<file path="src/rtl/uart_mem_initiator.sv">
// uart_mem_initiator: host-side UART initiator for the memory-override protocol.
// A single read/write request is accepted and sent as a 3- or 5-byte command frame on
// o_uart_tx. The reply is collected from i_uart_rx, and o_rsp_valid pulses for one cycle.
// Optional feature: define UART_INIT_TIMEOUT_EN to end a stalled wait after TIMEOUT_CYCLES
// cycles with o_rsp_err set.
//
// state  | meaning
// S_IDLE | ready for a request; received bytes are discarded
// S_SEND | shifting out the command bytes
// S_WAIT | collecting response bytes
// S_DONE | one-cycle response strobe
module uart_mem_initiator #(
    parameter int unsigned DELAY_FRAMES   = 234,
    parameter int unsigned TIMEOUT_CYCLES = 2700000
) (
    input  logic        i_clk,
    input  logic        i_rst,
    input  logic        i_uart_rx,
    output logic        o_uart_tx,
    input  logic        i_req_valid,
    output logic        o_req_ready,
    input  logic        i_req_rnw,
    input  logic [15:0] i_req_addr,
    input  logic [15:0] i_req_wdata,
    output logic        o_rsp_valid,
    output logic [15:0] o_rsp_rdata,
    output logic        o_rsp_err
);

    localparam int unsigned    CNT_W     = $clog2(DELAY_FRAMES);
    localparam logic [CNT_W-1:0] BIT_LAST  = CNT_W'(DELAY_FRAMES - 1);
    localparam logic [CNT_W-1:0] HALF_LAST = CNT_W'(DELAY_FRAMES / 2 - 1);

    if (DELAY_FRAMES < 4 || TIMEOUT_CYCLES == 0) begin : g_bad_param
        $error("uart_mem_initiator: DELAY_FRAMES must be >= 4 and TIMEOUT_CYCLES >= 1");
    end

    typedef enum logic [1:0] {S_IDLE, S_SEND, S_WAIT, S_DONE} state_t;

    state_t             r_state;
    state_t             w_state_nxt;

    // transmitter
    logic               r_tx;
    logic [CNT_W-1:0]   r_tx_cnt;
    logic [3:0]         r_tx_bit;     // 0 = start, 1..8 = data, 9 = stop
    logic [2:0]         r_tx_left;    // bytes still to send after the current one
    logic [39:0]        r_cmd;        // current byte in [7:0]
    logic               r_rnw;

    // receiver
    logic               r_rx_s1;
    logic               r_rx_s2;
    logic               r_rx_d;
    logic               r_rx_busy;
    logic [3:0]         r_rx_bit;     // 0 = start check, 1..8 = data, 9 = stop
    logic [CNT_W-1:0]   r_rx_cnt;
    logic [7:0]         r_rx_sr;
    logic [7:0]         r_rx_byte;
    logic               r_rx_done;

    // response
    logic               r_rsp_cnt;
    logic [7:0]         r_rsp_hi;
    logic [15:0]        r_rsp_rdata;
    logic               r_rsp_err;

    logic               w_accept;
    logic               w_tx_tick;
    logic               w_tx_end;
    logic               w_rx_fall;
    logic               w_rsp_last;
    logic               w_timeout;

    assign w_accept   = (r_state == S_IDLE) && i_req_valid;
    assign w_tx_tick  = (r_tx_cnt == '0);
    assign w_tx_end   = (r_state == S_SEND) && w_tx_tick && (r_tx_bit == 4'd9) && (r_tx_left == 3'd0);
    assign w_rx_fall  = !r_rx_s2 && r_rx_d;
    assign w_rsp_last = (r_state == S_WAIT) && r_rx_done && (!r_rnw || r_rsp_cnt);

`ifdef UART_INIT_TIMEOUT_EN
    localparam int unsigned   TO_W    = $clog2(TIMEOUT_CYCLES + 1);
    localparam logic [TO_W-1:0] TO_LAST = TO_W'(TIMEOUT_CYCLES - 1);

    logic [TO_W-1:0] r_to_cnt;

    // Response timeout: reloaded on entry to WAIT and on every received byte.
    always_ff @(posedge i_clk or posedge i_rst) begin
        if (i_rst) begin
            r_to_cnt <= '0;
        end else if (w_tx_end || ((r_state == S_WAIT) && r_rx_done)) begin
            r_to_cnt <= TO_LAST;
        end else if ((r_state == S_WAIT) && (r_to_cnt != '0)) begin
            r_to_cnt <= r_to_cnt - 1'b1;
        end
    end

    assign w_timeout = (r_state == S_WAIT) && !r_rx_done && (r_to_cnt == '0);
`else
    assign w_timeout = 1'b0;
`endif

    // State register.
    always_ff @(posedge i_clk or posedge i_rst) begin
        if (i_rst) r_state <= S_IDLE;
        else       r_state <= w_state_nxt;
    end

    // Next-state and strobe outputs.
    always_comb begin
        w_state_nxt = r_state;
        o_req_ready = 1'b0;
        o_rsp_valid = 1'b0;
        case (r_state)
            S_IDLE: begin
                o_req_ready = 1'b1;
                if (w_accept) w_state_nxt = S_SEND;
            end
            S_SEND: if (w_tx_end) w_state_nxt = S_WAIT;
            S_WAIT: if (w_rsp_last || w_timeout) w_state_nxt = S_DONE;
            S_DONE: begin
                o_rsp_valid = 1'b1;
                w_state_nxt = S_IDLE;
            end
            default: w_state_nxt = S_IDLE;
        endcase
    end

    // Command serialiser: captures the request and shifts bytes out back-to-back.
    always_ff @(posedge i_clk or posedge i_rst) begin
        if (i_rst) begin
            r_tx      <= 1'b1;
            r_tx_cnt  <= '0;
            r_tx_bit  <= '0;
            r_tx_left <= '0;
            r_cmd     <= '0;
            r_rnw     <= 1'b0;
        end else if (w_accept) begin
            r_tx     <= 1'b0;
            r_tx_cnt <= BIT_LAST;
            r_tx_bit <= '0;
            r_rnw    <= i_req_rnw;
            if (i_req_rnw) begin
                r_cmd     <= {16'h0000, i_req_addr[7:0], i_req_addr[15:8], 8'h52};
                r_tx_left <= 3'd2;
            end else begin
                r_cmd     <= {i_req_wdata[7:0], i_req_wdata[15:8], i_req_addr[7:0], i_req_addr[15:8], 8'h57};
                r_tx_left <= 3'd4;
            end
        end else if (r_state == S_SEND) begin
            if (!w_tx_tick) begin
                r_tx_cnt <= r_tx_cnt - 1'b1;
            end else if (r_tx_bit == 4'd9) begin
                if (r_tx_left != 3'd0) begin
                    r_tx      <= 1'b0;
                    r_tx_cnt  <= BIT_LAST;
                    r_tx_bit  <= '0;
                    r_tx_left <= r_tx_left - 3'd1;
                    r_cmd     <= {8'h00, r_cmd[39:8]};
                end else begin
                    r_tx_cnt <= '0;
                end
            end else begin
                r_tx_cnt <= BIT_LAST;
                r_tx_bit <= r_tx_bit + 4'd1;
                r_tx     <= (r_tx_bit == 4'd8) ? 1'b1 : r_cmd[r_tx_bit[2:0]];
            end
        end
    end

    // Receiver: always running, mid-bit sampling, glitch and framing rejection.
    always_ff @(posedge i_clk or posedge i_rst) begin
        if (i_rst) begin
            r_rx_s1   <= 1'b1;
            r_rx_s2   <= 1'b1;
            r_rx_d    <= 1'b1;
            r_rx_busy <= 1'b0;
            r_rx_bit  <= '0;
            r_rx_cnt  <= '0;
            r_rx_sr   <= '0;
            r_rx_byte <= '0;
            r_rx_done <= 1'b0;
        end else begin
            r_rx_s1   <= i_uart_rx;
            r_rx_s2   <= r_rx_s1;
            r_rx_d    <= r_rx_s2;
            r_rx_done <= 1'b0;
            if (!r_rx_busy) begin
                if (w_rx_fall) begin
                    r_rx_busy <= 1'b1;
                    r_rx_bit  <= '0;
                    r_rx_cnt  <= HALF_LAST;
                end
            end else if (r_rx_cnt != '0) begin
                r_rx_cnt <= r_rx_cnt - 1'b1;
            end else begin
                r_rx_cnt <= BIT_LAST;
                if (r_rx_bit == 4'd0) begin
                    if (r_rx_s2) r_rx_busy <= 1'b0;
                    else         r_rx_bit  <= 4'd1;
                end else if (r_rx_bit <= 4'd8) begin
                    r_rx_sr  <= {r_rx_s2, r_rx_sr[7:1]};
                    r_rx_bit <= r_rx_bit + 4'd1;
                end else begin
                    r_rx_busy <= 1'b0;
                    if (r_rx_s2) begin
                        r_rx_byte <= r_rx_sr;
                        r_rx_done <= 1'b1;
                    end
                end
            end
        end
    end

    // Response assembly; result registers hold until the next response.
    always_ff @(posedge i_clk or posedge i_rst) begin
        if (i_rst) begin
            r_rsp_cnt   <= 1'b0;
            r_rsp_hi    <= '0;
            r_rsp_rdata <= '0;
            r_rsp_err   <= 1'b0;
        end else begin
            if (w_accept) r_rsp_cnt <= 1'b0;
            if (r_state == S_WAIT) begin
                if (r_rx_done) begin
                    if (r_rnw) begin
                        if (!r_rsp_cnt) begin
                            r_rsp_hi  <= r_rx_byte;
                            r_rsp_cnt <= 1'b1;
                        end else begin
                            r_rsp_rdata <= {r_rsp_hi, r_rx_byte};
                            r_rsp_err   <= 1'b0;
                        end
                    end else begin
                        r_rsp_rdata <= '0;
                        r_rsp_err   <= (r_rx_byte != 8'h4B);
                    end
                end else if (w_timeout) begin
                    r_rsp_rdata <= '0;
                    r_rsp_err   <= 1'b1;
                end
            end
        end
    end

    assign o_uart_tx   = r_tx;
    assign o_rsp_rdata = r_rsp_rdata;
    assign o_rsp_err   = r_rsp_err;

endmodule

</file>
<file path="config.mk">
export PLATFORM = sky130hd
export DESIGN_NAME = uart_mem_initiator
export DESIGN_NICKNAME = d
export VERILOG_FILES = /design/src/rtl/uart_mem_initiator.sv
export SDC_FILE = /design/constraint.sdc
export NUM_CORES = 1
export LEC_CHECK = 0
export CORE_MARGIN = 2
export CORE_UTILIZATION = 35
export CTS_BUF_LIST = sky130_fd_sc_hd__clkbuf_4
export CTS_CLUSTER_SIZE = 8
export DETAILED_ROUTE_END_ITERATION = 6
export PLACE_DENSITY = 0.55
export SLEW_MARGIN = 10
export SYNTH_ARGS = -nofsm -noshare
export SYNTH_HDL_FRONTEND = slang
export SYNTH_SLANG_ARGS = --single-unit
export TNS_END_PERCENT = 1
</file>
<file path="constraint.sdc">
create_clock -name i_clk -period 11.2 [get_ports i_clk]
set_input_delay 1.68 -clock i_clk [delete_from_list [all_inputs] [get_ports i_clk]]
set_output_delay 1.68 -clock i_clk [all_outputs]
set_load 0.01 [all_outputs]
</file>
==> impl_results.md, run 1 <==
* Met2 WL post-DR at 5.38 mm
* Tcrit/Tclk final at 31.4%
* Largest net degree at the start of global routing at 70
* CP Data Required Time at 9.52 ns
* Critical path's top delay family: buffers and inverters
* Cts hold-fix bufs at 0
* Slowest cell on crit path: clkdlybuf4s50_1
* Synth Instances at 555
* Skew-Pair Late Insertion Delay at 0.53 ns
* Combinational family with the most area after synthesis: simple AND/OR/NAND/NOR gates
* Post-route ant nets at 0
* Clk sinks at 118
* Die H at 131 um
* Status: finished clean
* Worst Setup End Kind: output port
* FP Rows at 46
* First drt pass iteration count at 5
* CTS Buffer Depth at 2
* VDD IR max at 0.0000752 V
* Xor/xnor cell area share of the yosys netlist at 0.311%
* Die W at 131 um
* Max-slew headroom at the worst pin at 31.3%
* Initial antenna violation count at 1
* Seq/Total Area, Yosys at 52.5%
* EDFF count, synth at 0
* Clock root buffer: clkbuf_4
* Routed WL at 11.6 mm
* Crit Path Class: reg2out
* Final Hold Viols at 0
* Worst Setup Start Kind: flip-flop
* Area leader, netlist: dfrtp_1
* Most common cell in the netlist: dfrtp_1
* Core area at 0.0158 mm2
* WL met3 at 485 um
* Post-Layout Inst Area at 0.00660 mm2
* Post-Syn Nets at 607
* Gr ovfl total at 0
* Final slew viol count at 0
* Detailed-route wire length per cell at 13.9 um
* Vias at 4,252
* Wl on met1 at 5.55 mm
* IO Count at 57
* Mapped Area at 0.00564 mm2
* Post-CTS Resized at 0
* Crit Path Max Fanout at 5
* Synth warn at 0
* Worst slew pin tran at 1.03 ns
* DRT iter0 DRCs at 242
* Area Growth Syn to Fin at 17.1%
* Yosys reg bits at 118
* Min-Delay Path Depth at 0
* Port bufs at 56
* Worst min-delay path class: reg2reg
* Pwr/cell area at 180 mW/mm2
* Post-synthesis cell type count at 57
* Drt via density at 5.12
* Share of layout cells above drive strength 1 at 12.4%
* Placer congestion estimate at 0.757
* Placed wire-length estimate at 7.58 mm
* Max_cap viols at 0
* Largest stage delay on the critical path at 0.57 ns
* RSZ-0062 raised after global routing: no
* CTS H-tree lvls at 4
* Synth top area share at 50.6%
* Post-Syn Area per Cell at 10.2 um2
* CTS tree: built
* CP Buf/Inv Count at 2
* Number of global-route vias before repair at 4,145
* Worst-path cell chain: inv_1 -> ha_1 -> clkdlybuf4s50_1
* Placed cell areas at 0.00635 mm2
* First-pass GRT wire length at 19.8 mm
* Synth Area in Adders at 3.33%
* Final setup TNS at 0 ns
* Critical path depth in cells at 3
* Ys flop type: dfrtp_1
* Post-CTS Setup Inserts at 0
* Clk slew on worst S/H paths at 0.09 ns
* Clock buffer count from CTS at 17
* Fmax at 284 MHz
* DRC Markers at 0
* Simple-gate share of the synthesized area at 22.7%
* Crit path time final at 3.52 ns
* Final net count at 652
* Synth top cells by count: 114 x dfrtp_1, 83 x nand2_1, 78 x nand3_1, 35 x o21ai_0, 27 x mux2_2
* Mux cell area share after synthesis at 7.61%
* Post-synth ARST share at 100%
* Worst Reg-to-Reg Cells at 5
* Total GRT Usage at 14.6%
* Critical Path AT at 1.84 ns
* Most area-consuming cells after synthesis: dfrtp_1 51%, nand3_1 6.9%, nand2_1 5.5%
* Worst Skew at 0.0157 ns
* Initial core utilization at 35.6%
* Leak pwr at 2.83 nW
* Highest routed metal layer: met4
* Compound-Gate Fraction of Synth Area at 9.77%
* Die area at 0.0171 mm2
* Final setup violation count at 0
-- layer usage --
metal | GRT usage, % | vias to the layer above
met4 | 5.76 | 0
met2 | 22.9 | 83
met1 | 19.3 | 2090
met3 | 4.28 | 12
li1 | - | 2067
met5 | 0 | -
-- power by group --
group / internal, W / switching (W)
clock network: 0.000109 / 0.000164
logic: 0.000142 / 0.000174
registers: 0.000518 / 0.0000830
total: 0.000770 / 0.000421
-- area by class of cell --
cell class	instances	area (um2)
timing repair buffer	59	583
inverter	18	70.1
sequential	118	2960
antenna	1	2.50
fill	1572	9230
clock inverter	14	113
tap	216	270
clock buffer	18	135
multi-input combinational	386	2470
-- metrics by stage --
step,setup slack [ns],hold WS [ns],util (%),instances,total power (W)
6_report,7.68,0.361,41.7,830,0.00119
5_1_grt,7.53,0.369,41.7,830,0.00129
4_1_cts,7.61,0.362,41.7,829,0.00121
3_5_place_dp,7.38,0.347,40.1,797,0.000928
3_3_place_gp,7.50,0.351,40.1,797,0.000912
2_1_floorplan,6.40,0.345,-,555,0.000839
-- state kept, by name, summed over array words and instances, names as in the netlist --
signal / count
r_rnw: 1
r_tx_bit: 4
r_rx_cnt: 8
r_rx_sr: 8
r_state: 2
r_rx_busy: 1
o_rsp_rdata: 16
r_cmd: 40
r_tx_left: 3
r_rx_byte: 8
r_rx_d: 1
r_rsp_cnt: 1
o_uart_tx: 1
r_rx_s1: 1
r_tx_cnt: 8
r_rx_done: 1
r_rsp_hi: 8
r_rx_bit: 4
o_rsp_err: 1
r_rx_s2: 1
-- path summary, 6_finish.rpt --
kind,slack [ns],from,end
min in group asynchronous,1.61,i_rst,r_rx_cnt[0]
setup reg to reg,8.65,r_state[1],r_tx_left[1]
hold reg to reg,0.36,r_rx_s1,r_rx_s2
hold / removal,0.36,r_rx_s1,r_rx_s2
max in group asynchronous,8.30,i_rst,r_state[0]
setup / recovery,7.68,r_state[0],o_req_ready
-- cell families after synthesis --
family	count (synthesis)
flops	118
fa+ha+maj	15
buf+inv	51
simple gates	247
mux	37
compound gates	85
xor+xnor	2
-- cells in the final DEF, fill, tap and decap left out, drive strengths merged, types with 12 or more instances in the layout --
cell type	instances
nand3b	18
inv	18
clkbuf	18
nand2	83
o21ai	35
nor2	17
ha	15
clkdlybuf4s50	56
nand3	78
dfrtp	114
a21oi	12
mux2	27
No activity file was read; power rests on OpenSTA's default activity.
==> run 2: changes to the inputs <==
- PLACE_DENSITY: 0.55 -> 0.57
- clock period: 11.2 -> 3 ns (I/O delays scaled with it)
==> run 2 against run 1 <==
Effect of this change:
- combinational power grew to 3.9 times the previous value
- largest cell class unchanged
- hold slack lost 0.028 ns
- highest routed layer unchanged
- critical path depth up 2
==> impl_results.md, run 2 (synthesized netlist as in run 1, its figures left out) <==
* Status: finished clean
* Crit Path Max Fanout at 34
* Share of layout cells above drive strength 1 at 13.1%
* Commonest cells after routing, fill and taps aside: 114 x dfrtp_1, 82 x nand2_1, 78 x nand3_1
* Placed wire-length estimate at 7.84 mm
* Number of global-route vias before repair at 4,155
* Final setup TNS at 0 ns
* First drt pass iteration count at 4
* Routed WL at 11.6 mm
* Post-Layout Inst Area at 0.00668 mm2
* CTS H-tree lvls at 4
* DRT iter0 DRCs at 232
* CTS tree: built
* Skew-Pair Late Insertion Delay at 0.52 ns
* Worst Setup Start Kind: flip-flop
* Post-route ant nets at 0
* Final Hold Viols at 0
* Placer congestion estimate at 0.820
* Critical Path AT at 2.88 ns
* Register with the most flip-flops: r_cmd
* Max_cap viols at 0
* Clk sinks at 118
* Drt via density at 5.13
* Final setup violation count at 0
* Worst Skew at 0.0139 ns
* Layout filler cell count at 1,537
* Clock root buffer: clkbuf_4
* Largest net degree at the start of global routing at 119
* Number of flip-flops in the largest register at 40
* Cts hold-fix bufs at 0
* Worst min-delay path class: in2reg
* Tcrit/Tclk final at 82.1%
* Post-CTS Resized at 0
* Worst Setup End Kind: flip-flop
* Post-CTS Setup Inserts at 0
* Fmax at 406 MHz
* Die area at 0.0171 mm2
* Die H at 131 um
* Final slew viol count at 0
* Clock buffer count from CTS at 17
* Pwr/cell area at 681 mW/mm2
* Crit path time final at 2.46 ns
* Port bufs at 56
* VDD IR max at 0.000464 V
* Total GRT Usage at 14.7%
* IO Count at 57
* Placed cell areas at 0.00641 mm2
* DRC Markers at 0
* Core area at 0.0158 mm2
* Area Growth Syn to Fin at 18.5%
* Most common cell after layout, fill and taps aside: dfrtp_1
* FP Rows at 46
* Detailed-route wire length per cell at 13.9 um
* Clk slew on worst S/H paths at 0.10 ns
* Initial core utilization at 35.6%
* Max-slew headroom at the worst pin at 43.0%
* Vias at 4,292
* Die W at 131 um
* CTS Buffer Depth at 2
* Crit Path Class: reg2reg
* CP Data Required Time at 3.41 ns
* Leak pwr at 2.88 nW
* First-pass GRT wire length at 19.9 mm
* RSZ-0062 raised after global routing: no
* Initial antenna violation count at 1
* Final net count at 658
* Gr ovfl total at 0
* Worst slew pin tran at 0.854 ns
[run 2: changes by cell type in the layout (fill, tap and decap cells not counted), sizes merged]
cell | previous run | this run
inv | 18 | 17
clkinvlp | 5 | 4
clkinv | 8 | 6
buf | 3 | 9
bufinv | 1 | 2
clkbuf | 18 | 21
[run 2: metal layers]
layer  global-route usage (%)  vias up  wire [um]
li1                         -     2095          -
met1                     19.8     2091       5530
met2                     22.9       98       5440
met3                     3.99        8        494
met4                     5.13        0        127
met5                        0        -          0
[run 2: per-stage QoR]
step	util [%]	hold slack [ns]	worst slack, ns	power [W]	cells
6_report	42.2	0.333	0.537	0.00455	836
5_1_grt	42.2	0.266	0.385	0.00490	836
4_1_cts	42.2	0.274	0.517	0.00462	835
3_5_place_dp	40.5	0.350	0.551	0.00349	803
3_3_place_gp	40.5	0.348	0.589	0.00344	803
2_1_floorplan	-	0.345	0.791	0.00313	555
[run 2: path summary, 6_finish.rpt]
check / start / to / slack [ns] / cells after the start
max: r_state[1] / r_cmd[0] / 0.54 / 5
min: i_uart_rx / r_rx_s1 / 0.33 / 1
max reg2reg: r_state[1] / r_cmd[0] / 0.54 / 5
min reg2reg: r_rx_s1 / r_rx_s2 / 0.36 / 0
max in group asynchronous: i_rst / r_rx_bit[2] / 2.07 / 3
min in group asynchronous: i_rst / r_rx_cnt[7] / 0.46 / 3
[run 2: power by group]
group / switching, W / leakage [nW] / total, W / internal, W
Combinational: 0.000666 / 1.23 / 0.00122 / 0.000552
Clock: 0.000588 / 0.142 / 0.00111 / 0.000518
Sequential: 0.000292 / 1.51 / 0.00223 / 0.00193
[run 2: area by class of cell]
type                            count  area [um2]  area share [%]
Sequential cell                   118        2960            44.3
Clock inverter                     11         109            1.63
Clock buffer                       21         158            2.36
Timing Repair Buffer               65         641            9.59
Tap cell                          216         270            4.05
Multi-Input combinational cell    386        2470            37.0
Antenna cell                        1        2.50          0.0375
Inverter                           18        71.3            1.07
[run 2: critical path: stages (launching register included)]
cell and delay, ns:
dfrtp_1 0.43, inv_1 0.09, ha_1 0.28, or4bb_1 0.51, or4_4 0.67, o311a_1 0.37
